`src/rtl/uart_cmd_ctrl.sv`:
```
// uart_cmd_ctrl
//   Host-debug command sequencer. Pops command packets from the uart RX FIFO,
//   issues one single-word read or write on the memory request port, and pushes
//   the response into the uart TX FIFO.
//
//   Packets (all fields MSB byte first):
//     'W' (0x57) addr[AddrBytes] data[DataBytes]  -> response 'K' (0x4B)
//     'R' (0x52) addr[AddrBytes]                  -> response rdata[DataBytes]
//     any other opcode                            -> response '?' (0x3F), o_err pulse
//
//   Ports
//     i_clk, i_rst_n            system clock, async active-low reset
//     i_rx_rdy, i_rx_data       RX FIFO non-empty / show-ahead head byte
//     o_rx_req                  RX FIFO pop pulse
//     i_tx_rdy                  TX FIFO not full
//     o_tx_data, o_tx_req       TX byte and push pulse
//     o_mem_req/we/addr/wdata   memory request, held until i_mem_ack
//     i_mem_ack, i_mem_rdata    completion pulse with read data
//     o_busy                    high in every state except IDLE
//     o_err                     pulse on bad opcode or inter-byte timeout
//
//   state | meaning
//   ------+------------------------------------------------------------
//   IDLE  | waiting for / decoding the opcode byte
//   ADDR  | shifting in the address bytes
//   DATA  | shifting in the write-data bytes
//   MEM   | memory request outstanding, waiting for i_mem_ack
//   SEND  | pushing response bytes into the TX FIFO
module uart_cmd_ctrl #(
  parameter int AddrWidth     = 24,
  parameter int DataWidth     = 16,
  parameter int TimeoutCycles = 1_000_000
) (
  input  logic                 i_clk,
  input  logic                 i_rst_n,
  input  logic                 i_rx_rdy,
  input  logic [7:0]           i_rx_data,
  output logic                 o_rx_req,
  input  logic                 i_tx_rdy,
  output logic [7:0]           o_tx_data,
  output logic                 o_tx_req,
  output logic                 o_mem_req,
  output logic                 o_mem_we,
  output logic [AddrWidth-1:0] o_mem_addr,
  output logic [DataWidth-1:0] o_mem_wdata,
  input  logic                 i_mem_ack,
  input  logic [DataWidth-1:0] i_mem_rdata,
  output logic                 o_busy,
  output logic                 o_err
);

  localparam int AddrBytes = (AddrWidth + 7) / 8;
  localparam int DataBytes = DataWidth / 8;
  localparam int MaxBytes  = (AddrBytes > DataBytes) ? AddrBytes : DataBytes;
  localparam int CntW      = $clog2(MaxBytes + 1);
  localparam int TmoW      = $clog2(TimeoutCycles + 1);
  localparam int AddrShW   = AddrBytes * 8;

  localparam logic [7:0] OpWrite = 8'h57;
  localparam logic [7:0] OpRead  = 8'h52;
  localparam logic [7:0] RspOk   = 8'h4B;
  localparam logic [7:0] RspBad  = 8'h3F;

  localparam logic [CntW-1:0] AddrCnt = CntW'(AddrBytes);
  localparam logic [CntW-1:0] DataCnt = CntW'(DataBytes);
  localparam logic [CntW-1:0] CntOne  = CntW'(1);
  localparam logic [TmoW-1:0] TmoLoad = TmoW'(TimeoutCycles - 1);

  typedef enum logic [2:0] {
    ST_IDLE,
    ST_ADDR,
    ST_DATA,
    ST_MEM,
    ST_SEND
  } state_t;

  state_t               state_q, state_d;
  logic                 rx_req_q, rx_req_d;
  logic                 tx_req_q, tx_req_d;
  logic [7:0]           tx_data_q, tx_data_d;
  logic                 mem_req_q, mem_req_d;
  logic                 we_q, we_d;
  logic [AddrShW-1:0]   addr_q, addr_d;
  logic [DataWidth-1:0] wdata_q, wdata_d;
  logic [DataWidth-1:0] resp_q, resp_d;
  logic [CntW-1:0]      byte_cnt_q, byte_cnt_d;
  logic [CntW-1:0]      tx_cnt_q, tx_cnt_d;
  logic [TmoW-1:0]      tmo_cnt_q, tmo_cnt_d;
  logic                 busy_q, busy_d;
  logic                 err_q, err_d;
  logic                 rx_state;

  // Pops and pushes are registered: the request is decided one cycle ahead
  // and the byte is taken from i_rx_data in the cycle o_rx_req is high. The
  // "!rx_req_q" / "!tx_req_q" terms give the mandatory idle cycle between
  // consecutive pops or pushes.
  always_comb begin
    state_d    = state_q;
    tx_req_d   = 1'b0;
    tx_data_d  = tx_data_q;
    we_d       = we_q;
    addr_d     = addr_q;
    wdata_d    = wdata_q;
    resp_d     = resp_q;
    byte_cnt_d = byte_cnt_q;
    tx_cnt_d   = tx_cnt_q;
    tmo_cnt_d  = tmo_cnt_q;
    err_d      = 1'b0;

    unique case (state_q)
      ST_IDLE: begin
        if (rx_req_q) begin
          if (i_rx_data == OpWrite || i_rx_data == OpRead) begin
            we_d       = (i_rx_data == OpWrite);
            byte_cnt_d = AddrCnt;
            tmo_cnt_d  = TmoLoad;
            state_d    = ST_ADDR;
          end else begin
            resp_d                 = '0;
            resp_d[DataWidth-1 -: 8] = RspBad;
            tx_cnt_d               = CntOne;
            err_d                  = 1'b1;
            state_d                = ST_SEND;
          end
        end
      end

      ST_ADDR: begin
        if (rx_req_q) begin
          addr_d     = (addr_q << 8) | AddrShW'(i_rx_data);
          byte_cnt_d = byte_cnt_q - CntOne;
          tmo_cnt_d  = TmoLoad;
          if (byte_cnt_q == CntOne) begin
            if (we_q) begin
              byte_cnt_d = DataCnt;
              state_d    = ST_DATA;
            end else begin
              state_d = ST_MEM;
            end
          end
        end else if (tmo_cnt_q == '0) begin
          err_d   = 1'b1;
          state_d = ST_IDLE;
        end else begin
          tmo_cnt_d = tmo_cnt_q - TmoW'(1);
        end
      end

      ST_DATA: begin
        if (rx_req_q) begin
          wdata_d    = (wdata_q << 8) | DataWidth'(i_rx_data);
          byte_cnt_d = byte_cnt_q - CntOne;
          tmo_cnt_d  = TmoLoad;
          if (byte_cnt_q == CntOne) begin
            state_d = ST_MEM;
          end
        end else if (tmo_cnt_q == '0) begin
          err_d   = 1'b1;
          state_d = ST_IDLE;
        end else begin
          tmo_cnt_d = tmo_cnt_q - TmoW'(1);
        end
      end

      ST_MEM: begin
        if (i_mem_ack) begin
          if (we_q) begin
            resp_d                 = '0;
            resp_d[DataWidth-1 -: 8] = RspOk;
            tx_cnt_d               = CntOne;
          end else begin
            resp_d   = i_mem_rdata;
            tx_cnt_d = DataCnt;
          end
          state_d = ST_SEND;
        end
      end

      ST_SEND: begin
        // Leave only after the final push cycle so o_busy covers it.
        if (tx_req_q && tx_cnt_q == '0) begin
          state_d = ST_IDLE;
        end else if (!tx_req_q && i_tx_rdy && tx_cnt_q != '0) begin
          tx_req_d  = 1'b1;
          tx_data_d = resp_q[DataWidth-1 -: 8];
          resp_d    = resp_q << 8;
          tx_cnt_d  = tx_cnt_q - CntOne;
        end
      end

      default: state_d = ST_IDLE;
    endcase
  end

  assign rx_state  = (state_q == ST_IDLE) || (state_q == ST_ADDR) || (state_q == ST_DATA);
  // No pop is launched in a cycle that abandons the packet, so a late byte
  // is never mistaken for a fresh opcode.
  assign rx_req_d  = rx_state && i_rx_rdy && !rx_req_q && !err_d;
  assign mem_req_d = (state_d == ST_MEM);
  assign busy_d    = (state_d != ST_IDLE);

  always_ff @(posedge i_clk or negedge i_rst_n) begin
    if (!i_rst_n) begin
      state_q    <= ST_IDLE;
      rx_req_q   <= 1'b0;
      tx_req_q   <= 1'b0;
      tx_data_q  <= '0;
      mem_req_q  <= 1'b0;
      we_q       <= 1'b0;
      addr_q     <= '0;
      wdata_q    <= '0;
      resp_q     <= '0;
      byte_cnt_q <= '0;
      tx_cnt_q   <= '0;
      tmo_cnt_q  <= '0;
      busy_q     <= 1'b0;
      err_q      <= 1'b0;
    end else begin
      state_q    <= state_d;
      rx_req_q   <= rx_req_d;
      tx_req_q   <= tx_req_d;
      tx_data_q  <= tx_data_d;
      mem_req_q  <= mem_req_d;
      we_q       <= we_d;
      addr_q     <= addr_d;
      wdata_q    <= wdata_d;
      resp_q     <= resp_d;
      byte_cnt_q <= byte_cnt_d;
      tx_cnt_q   <= tx_cnt_d;
      tmo_cnt_q  <= tmo_cnt_d;
      busy_q     <= busy_d;
      err_q      <= err_d;
    end
  end

  assign o_rx_req    = rx_req_q;
  assign o_tx_req    = tx_req_q;
  assign o_tx_data   = tx_data_q;
  assign o_mem_req   = mem_req_q;
  assign o_mem_we    = we_q;
  assign o_mem_addr  = addr_q[AddrWidth-1:0];
  assign o_mem_wdata = wdata_q;
  assign o_busy      = busy_q;
  assign o_err       = err_q;

endmodule

```
`config.mk`:
```
export PLATFORM = sky130hd
export DESIGN_NAME = uart_cmd_ctrl
export DESIGN_NICKNAME = d
export VERILOG_FILES = /design/src/rtl/uart_cmd_ctrl.sv
export SDC_FILE = /design/constraint.sdc
export NUM_CORES = 1
export LEC_CHECK = 0
export ABC_CLOCK_PERIOD_IN_PS = 2300
export BUFFER_PORTS_ARGS = -buffer_cell sky130_fd_sc_hd__buf_2
export CELL_PAD_IN_SITES_DETAIL_PLACEMENT = 2
export CELL_PAD_IN_SITES_GLOBAL_PLACEMENT = 2
export CORE_MARGIN = 4
export CORE_UTILIZATION = 32
export CTS_CLUSTER_SIZE = 12
export DETAILED_ROUTE_END_ITERATION = 8
export PLACE_DENSITY = 0.81
export REMOVE_ABC_BUFFERS = 1
export SETUP_SLACK_MARGIN = 0.15
export SYNTH_ARGS = -nofsm -noshare
export SYNTH_HDL_FRONTEND = slang
export SYNTH_SLANG_ARGS = --single-unit
```
`constraint.sdc`:
```
create_clock -name i_clk -period 2.3 [get_ports i_clk]
set_input_delay 0.69 -clock i_clk [delete_from_list [all_inputs] [get_ports i_clk]]
set_output_delay 0.69 -clock i_clk [all_outputs]
set_load 0.02 [all_outputs]
```
Yosys cells after proc, flatten, opt, wreduce, memory -nomap -nowiden
Index checks and enable logic that the tools add are counted. Widths: inputs -> output; s select.

Flip-flop bits (word level): 97. Word-level logic and storage cells: 110.

Add/sub/neg operators: 3. Equality and inequality tests: 17. Muxes and demuxes: 45. Bitwise gates (word level): 3. Reduce and logical (&&, ||, !) cells: 28.

Operators with widths (number): $mux 16 (6); $mux 20 (4); $pmux 16 s3 (1); $pmux 20 s2 (1); $mux 3 (9); $mux 2 (12); $or 24x8->24 (1); $logic_not 20->1 (1); $sub 20x1->20 const B (1); $eq 8x7->1 const B (2); $ne 2x2->1 const B (8); $or 16x8->16 (1); $pmux 3 s5 (1); $pmux 2 s3 (2); $eq 3x2->1 const B (3); $reduce_bool 3->1 (3); $mux 1 (8); $logic_and 1x1->1 (6); $reduce_and 3->1 (2); $reduce_and 6->1 (1); $reduce_and 5->1 (1); $reduce_and 2->1 (2); $reduce_and 4->1 (1); $reduce_bool 2->1 (2); other kinds (12) (17).

Longest topological paths before layout
Gate-level depths: netlist (run 1).

Depth after elaboration: 7. Depth in mapped cells: 9. Depth with buffers taken out: 7.

Least setup slack after synthesis (run 1)
Ideal clock, no wire load.

Kind: reg2reg. Start: reg tmo_cnt_q[0]. End: reg tmo_cnt_q[3]. Library setup time: 132 ps. Data arrival time: 2358 ps. Setup slack: -190 ps. Cell stages (with the launch flop): 10. Path buffers: 2. Cell sequence: dfrtp_1 > inv_1 > ha_1 > or4b_4 > or2_1 > buf_6 > o41ai_4 > buf_6 > nor3_1 > or3b_1.

Cells in the longest elaborated chain, start to end: 4.

RTL lines: start, declared (RTL line 88) `logic [TmoW-1:0] tmo_cnt_q, tmo_cnt_d;`; start signal, assigned (RTL line 230) `tmo_cnt_q <= tmo_cnt_d;`; $sub 20x1->20 (RTL line 145, 161); $mux 20 (RTL line 141, 157); $mux 20 (RTL line 150) `if (rx_req_q) begin`; $pmux 20 s2 (RTL line 110) `unique case (state_q)`.

Parallel ways exist; a longest one is shown, timed or not. The select of a mux whose other input is x is not followed. A chain may end at the register's enable or synchronous reset.

Worst setup path after layout (run 1)
Start: reg tmo_cnt_q[1]. End: reg busy_q, in the netlist o_busy.

Cells in the longest elaborated chain, start to end: 5.

RTL lines: $logic_not 20->1 (*) (RTL line 141, 157); $mux 3 (*) (RTL line 141, 157); $mux 3, on equally long branches (RTL line 150, 129); $pmux 3 s5 (*) (RTL line 110); net state_d[1] (RTL line 77) `state_t state_q, state_d;`; $reduce_bool 3->1 (*) (RTL line 200) `assign busy_d = (state_d != ST_IDLE);`; net busy_d (RTL line 89) `logic busy_q, busy_d;`; end signal, assigned (RTL line 231) `busy_q <= busy_d;`; end, declared (RTL line 89).

Mark *: on every way through the listed nets, which the timed path passes. The rest lies on a longest branch.

==> qor.yml, run 1 <==
crit_path_start_kind: "flip-flop"
cts_root_buffer: "clkbuf_16"
totalWireLength_um: 16640
cts.sinks: 97
drv_slew: 0
die_x_um: 126.2
gp_congestion: 0.8115
post-synth-top-area-cell: "dfrtp_1"
p_switching_mw: 1.690
port_buffers: 82
crit_path_max_fanout: 4
failed_checks: "setup timing"
hold_viol_final: 0
sw_frac_of_total_pct: 32.78
ir_drop_mv: 0.3576
pwr-share-comb_pct: 29.9
path_class: "flip-flop to flip-flop"
synth.area.top_cells: "dfrtp_1, mux2_2, o21ai_0"
wl_per_cell_um: 23.24
clkPwrFrac_pct: 30.9
grt_use_met3_pct: 3.387
synth_seq_cells: 97
start_util_pct: 33.22
finalCritPeriodShare_pct: 105.8
critPathArrivalTime_ns: 2.65
fin_util_pct: 46.07
cts_htree_levels: 3
p_int_mw: 3.465
grt_util_met1_pct: 24.88
cts_buffer_depth: 2
numCtsBuffers: 9
drtAntennaViolNets: 0
syn-cell-area_um2: 4469
viasPerCell: 5.521
yosysMostFrequentCell: "dfrtp_1"
drc: 0
finClkSkew_ns: 0.01047
relSlewSlack_pct: 46.72
ys_async_sr_fraction_pct: 100.0
antenna_found_initial: 0
final_nets: 567
critical_path.endpoint_type: "flip-flop"
min_path_type: "input port to async pin"
top_usage_layer: "met2"
ys_types: 50
grt_overflow_total: 0
dp_slack_ns: -0.1522
yosysWarnings: 0
fp-row-count: 42
core_um2: 13450
cp.required_ns: 2.52
drv_cap: 0
grt_max_degree: 59
clock_latency_ns: 0.35
synth_common_cells: "dfrtp_1, mux2_2, nand2_1"
synth_edf_count: 0
clkTransAtPathRegs_ns: 0.07
fin_crit_ns: 2.434
worst_slack_ns: -0.1343
ioPinCount: 83
dp_hpwl_um: 10330
syn_area_per_cell_um2: 11.01
power_density_nw_per_um2: 831.8
diodes: 0
max_freq_ghz: 0.4108
grt.met2_usage_pct: 36.74
rsz0062_at_grt: "true"
yosysTopAreaCellShare_pct: 54.31
outcome: "complete, but fails checks"
vias: 3953
track_usage_pct: 20.67
dr.pass1.iters: 4
worst_pin_slew_ns: 0.7944
seq_power_share_pct: 39.2
ys_seq_area_share_pct: 54.31
fillers: 1379
p_leak_nw: 2.961
cts_hold_buf: 0
grt_pass1_wl_um: 26190
netlist_instances: 406
drive_gt1_share_pct: 48.70
syn_to_final_growth_pct: 38.66
grt_pass1_vias: 4599
cts_tree: "built"
setup_viol: 21
drt-initial-drc-count: 135
synthFlopType: "dfrtp_1"
dieArea_um2: 15920
die_h_um: 126.2
cell type report:
| type | count | area [µm²] | area share [%] |
|---|---|---|---|
| Sequential cell | 97 | 2427 | 39.17 |
| Multi-Input combinational cell | 279 | 2237 | 36.10 |
| Timing Repair Buffer | 140 | 965.9 | 15.59 |
| Clock buffer | 12 | 266.5 | 4.300 |
| Tap cell | 176 | 220.2 | 3.553 |
| Clock inverter | 4 | 50.05 | 0.8076 |
| Inverter | 8 | 30.03 | 0.4846 |
timing repair:
| item | in CTS | in global routing |
|---|---|---|
| buffers inserted | 7 | 1 |
| endpoints found under the setup margin | 26 | 28 |
| gates cloned | 2 | 0 |
| gates resized for setup | 43 | 31 |
| pin swaps | 19 | 11 |
layer usage:
metal | vias up | share of wire, %
li1 | 1739 | -
met1 | 2069 | 41
met2 | 105 | 53
met3 | 40 | 3.4
met4 | 0 | 3.4
met5 | - | 0
path summary, 6_finish.rpt:
check,startpoint,endpoint,slack [ns],cells after the start
min in group i_clk,resp_q[10]$_DFFE_PN0P_,resp_q[10]$_DFFE_PN0P_,0.49,2
min reg2reg,resp_q[10]$_DFFE_PN0P_,resp_q[10]$_DFFE_PN0P_,0.49,2
max reg2reg,tmo_cnt_q[1]$_DFFE_PN0P_,o_busy$_DFF_PN0_,-0.13,7
min,i_rst_n,o_tx_data[2]$_DFFE_PN0P_,0.21,1
max,tmo_cnt_q[1]$_DFFE_PN0P_,o_busy$_DFF_PN0_,-0.13,7
max in group asynchronous,i_rst_n,tmo_cnt_q[16]$_DFFE_PN0P_,1.47,2
placed cells by master (no fill, tap or decap), types with 4 or more instances in the layout:
master / instances
o22ai_1: 7
or3_1: 5
nor4_1: 4
nand2_1: 30
nand3_1: 12
clkbuf_16: 9
o21ai_0: 23
nor2b_1: 6
or2_2: 6
buf_2: 81
a21oi_1: 10
inv_1: 6
o21ai_2: 4
nor2_2: 4
buf_12: 5
dfrtp_1: 97
mux2_2: 48
nor2_1: 21
nand2b_1: 5
nor3_1: 6
buf_4: 48
or4_4: 4
nand4_1: 4
buf_6: 4
o31ai_4: 4
metrics by stage:
step | instance area (µm²) | power, mW | cells | TNS, ns | hold slack [ns]
after floorplan | 4370 | 2.624 | 384 | -6.404 | 0.3944
after global placement | 5420 | 3.101 | 690 | -0.1273 | 0.4583
after detailed placement | 5420 | 3.183 | 690 | -1.706 | 0.4813
after CTS | 6021 | 5.086 | 715 | -0.06884 | 0.2048
after global routing | 6197 | 5.423 | 716 | -2.544 | 0.2109
final | 6197 | 5.155 | 716 | -1.224 | 0.2053
state kept, by name, summed over array words and instances, names as in the netlist:
signal / count
tx_cnt_q: 2
o_mem_we: 1
o_rx_req: 1
byte_cnt_q: 2
o_tx_req: 1
tmo_cnt_q: 20
o_busy: 1
o_tx_data: 8
o_mem_wdata: 16
resp_q: 16
state_q: 3
o_mem_req: 1
o_err: 1
o_mem_addr: 24
power by group through the flow:
stage / Sequential, mW / Clock [mW] / Combinational, mW
final: 2.02 / 1.60 / 1.54
after global routing: 2.05 / 1.71 / 1.66
after CTS: 2.01 / 1.63 / 1.45
after detailed placement: 2.03 / 0 / 1.15
after global placement: 2.02 / 0 / 1.08
after floorplan: 2.10 / 0 / 0.522
critical path, cell delays in order (launching register included):
cell and delay [ns]:
dfrtp_1 0.40, inv_2 0.10, ha_4 0.15, or4b_4 0.47, or2_4 0.28, o41ai_4 0.26
o22ai_1 0.21, or3_1 0.42
logic make-up (layout without fill, tap and decap cells):
kind of cell | Yosys count | count (layout) | synth area share, %
and+or+nand+nor | 138 | 138 | 16.71
buffers and inverters | 30 | 164 | 2.883
DFF | 97 | 97 | 54.31
adders and majority gates | 4 | 4 | 1.064
xor gates and xnor gates | 1 | 1 | 0.1960
AOI/OAI and AO/OA | 86 | 86 | 12.29
muxes | 50 | 50 | 12.54
No activity file was read; power rests on OpenSTA's default activity.
==> run 2, diff against run 1 <==
Settings changed: CELL_PAD_IN_SITES_DETAIL_PLACEMENT 2 to unset, CELL_PAD_IN_SITES_GLOBAL_PLACEMENT 2 to unset, CORE_UTILIZATION 32 to 35, PLACE_DENSITY 0.81 to 0.63.
==> qor.yml, run 2 (same netlist as run 1, synthesis figures left out) <==
wl_per_cell_um: 16.05  # -31%
ioPinCount: 83  # unchanged
numCtsBuffers: 9  # unchanged
hold_viol_final: 0  # unchanged
register_area_um2: 2427  # unchanged
clock_latency_ns: 0.35  # about the same
drt-initial-drc-count: 169  # +25%
dp_slack_ns: -0.07883  # +0.07333 ns
critical_path.endpoint_type: "flip-flop"
setup_viol: 7  # -67%
cts.sinks: 97  # unchanged
power_density_nw_per_um2: 804.4  # -3.3%
vias: 3700  # -6.4%
cts_htree_levels: 3  # unchanged
cts_buffer_depth: 2  # unchanged
placed_area_um2: 5288  # -2.4%
core_um2: 12570  # -6.6%
syn_to_final_growth_pct: 33.48
crit_path_max_fanout: 6  # +2
finClkSkew_ns: 0.01059  # +0.0001159 ns
fin_util_pct: 47.47  # +1.4 points
final_cell_mix: "dfrtp_1, buf_2, mux2_2"
viasPerCell: 5.241  # -5.1%
p_leak_nw: 2.867  # -3.2%
die_h_um: 121  # -4.1%
fillers: 1155  # -16%
layout.cells.non_filler: 706  # -1.4%
largest_register_ffs: 24  # unchanged
final_area_um2: 5966  # -3.7%
final_nets: 561  # -1.1%
multi_input_area_um2: 2108  # -5.8%
grt_pass1_vias: 3706  # -19%
fin_crit_ns: 2.353  # -0.08095 ns
worst_slack_ns: -0.05337  # +0.08095 ns
rsz0062_at_grt: "true"
hold_ws_ns: 0.2678  # +0.06259 ns
drv_cap: 0  # unchanged
min_path_type: "input port to async pin"
critPathArrivalTime_ns: 2.57  # -0.08 ns
diodes: 0  # unchanged
grt_use_met3_pct: 4.942  # +1.6 points
ir_drop_mv: 0.3624  # +1.3%
crit_path_start: "tmo_cnt_q[0]$_DFFE_PN0P_"
top_usage_layer: "met2"
dp_hpwl_um: 7560  # -27%
cts_root_buffer: "clkbuf_16"
clkTransAtPathRegs_ns: 0.07  # about the same
placed_cells: 674  # -2.3%
path_class: "flip-flop to flip-flop"
worst_pin_slew_ns: 0.7749  # -0.01946 ns
finalCritPeriodShare_pct: 102.3  # -3.5 points
layout_commonest_cell: "dfrtp_1"
crit_path_start_kind: "flip-flop"
totalWireLength_um: 11330  # -32%
grt_overflow_total: 0  # unchanged
cts_tree: "built"
antenna_found_initial: 0  # unchanged
grt_util_met1_pct: 21.73  # -3.2 points
drv_slew: 0  # unchanged
drive_gt1_share_pct: 44.38  # -4.3 points
dieArea_um2: 14640  # -8.0%
gp_congestion: 0.8468  # +4.3%
failed_checks: "setup timing"
track_usage_pct: 15.73  # -4.9 points
r2r-start: "tmo_cnt_q[0]$_DFFE_PN0P_"
drtAntennaViolNets: 0  # unchanged
start_util_pct: 35.56  # +2.3 points
outcome: "complete, but fails checks"
relSlewSlack_pct: 48.15  # +1.4 points
grt_pass1_wl_um: 18510  # -29%
max_freq_ghz: 0.4249  # +3.4%
cp.required_ns: 2.52  # about the same
fp-row-count: 41  # -2.4%
die_x_um: 121  # -4.1%
grt.met2_usage_pct: 23.06  # -14 points
dr.pass1.iters: 4  # unchanged
port_buffers: 82  # unchanged
grt_max_degree: 53  # -10%
drc: 0  # unchanged
[run 2: changes by cell type in the layout (fill, tap and decap cells not counted), sizes merged]
cell / previous run / this run
inv: 8 / 11
o41a: 1 / 2
buf: 140 / 132
bufinv: 1 / 0
clkinv: 1 / 2
clkbuf: 12 / 10
[run 2: worst max-delay path, stage by stage, from the launching register on]
cell	delay, ns
dfrtp_1	0.39
inv_2	0.08
ha_4	0.12
or4b_4	0.46
or2_4	0.30
buf_6	0.12
o41a_1	0.46
a31oi_1	0.21
o21ai_1	0.08
[run 2: final timing paths]
path / to / slack, ns / cells after the start
max: tmo_cnt_q[9]$_DFFE_PN0P_ / -0.05 / 8
min: tmo_cnt_q[7]$_DFFE_PN0P_ / 0.27 / 1
max reg2reg: tmo_cnt_q[9]$_DFFE_PN0P_ / -0.05 / 8
min reg2reg: resp_q[12]$_DFFE_PN0P_ / 0.47 / 2
max in group asynchronous: o_mem_addr[7]$_DFFE_PN0P_ / 1.43 / 2
min in group i_clk: resp_q[12]$_DFFE_PN0P_ / 0.47 / 2
[run 2: repair_timing]
action                                  4_1_cts  5_1_grt
hold buffers                                  0        0
gates resized for setup                      21       26
endpoints found under the setup margin       24       34
pin swaps                                    22       19
gates cloned                                  3        1
setup buffers                                 7        5
[run 2: power by group]
part | internal [mW] | switching [mW] | total, mW
registers | 1.88 | 0.124 | 2.00
clock network | 0.752 | 0.682 | 1.43
logic | 0.624 | 0.740 | 1.36
total | 3.25 | 1.55 | 4.80
[run 2: per-layer routing]
layer / vias up / part of all wire [%]
li1: 1748 / -
met1: 1793 / 45
met3: 26 / 6.4
met5: - / 0
met2: 133 / 47
met4: 0 / 2.1
[run 2: through the flow]
step           power, mW   TNS, ns
5_1_grt            5.064    -1.517
3_5_place_dp       3.033   -0.6697
6_report           4.799   -0.1436
2_1_floorplan      2.624    -6.404
4_1_cts            4.738   -0.1642
3_3_place_gp       3.006  -0.08972
[run 2: final cells by class]
class	count	share of cell area (%)
Clock inverter	7	1.028
Clock buffer	9	3.775
Tap cell	172	3.607
Sequential cell	97	40.69
Inverter	8	0.5034
Timing Repair Buffer	133	15.06
Multi-Input combinational cell	280	35.34
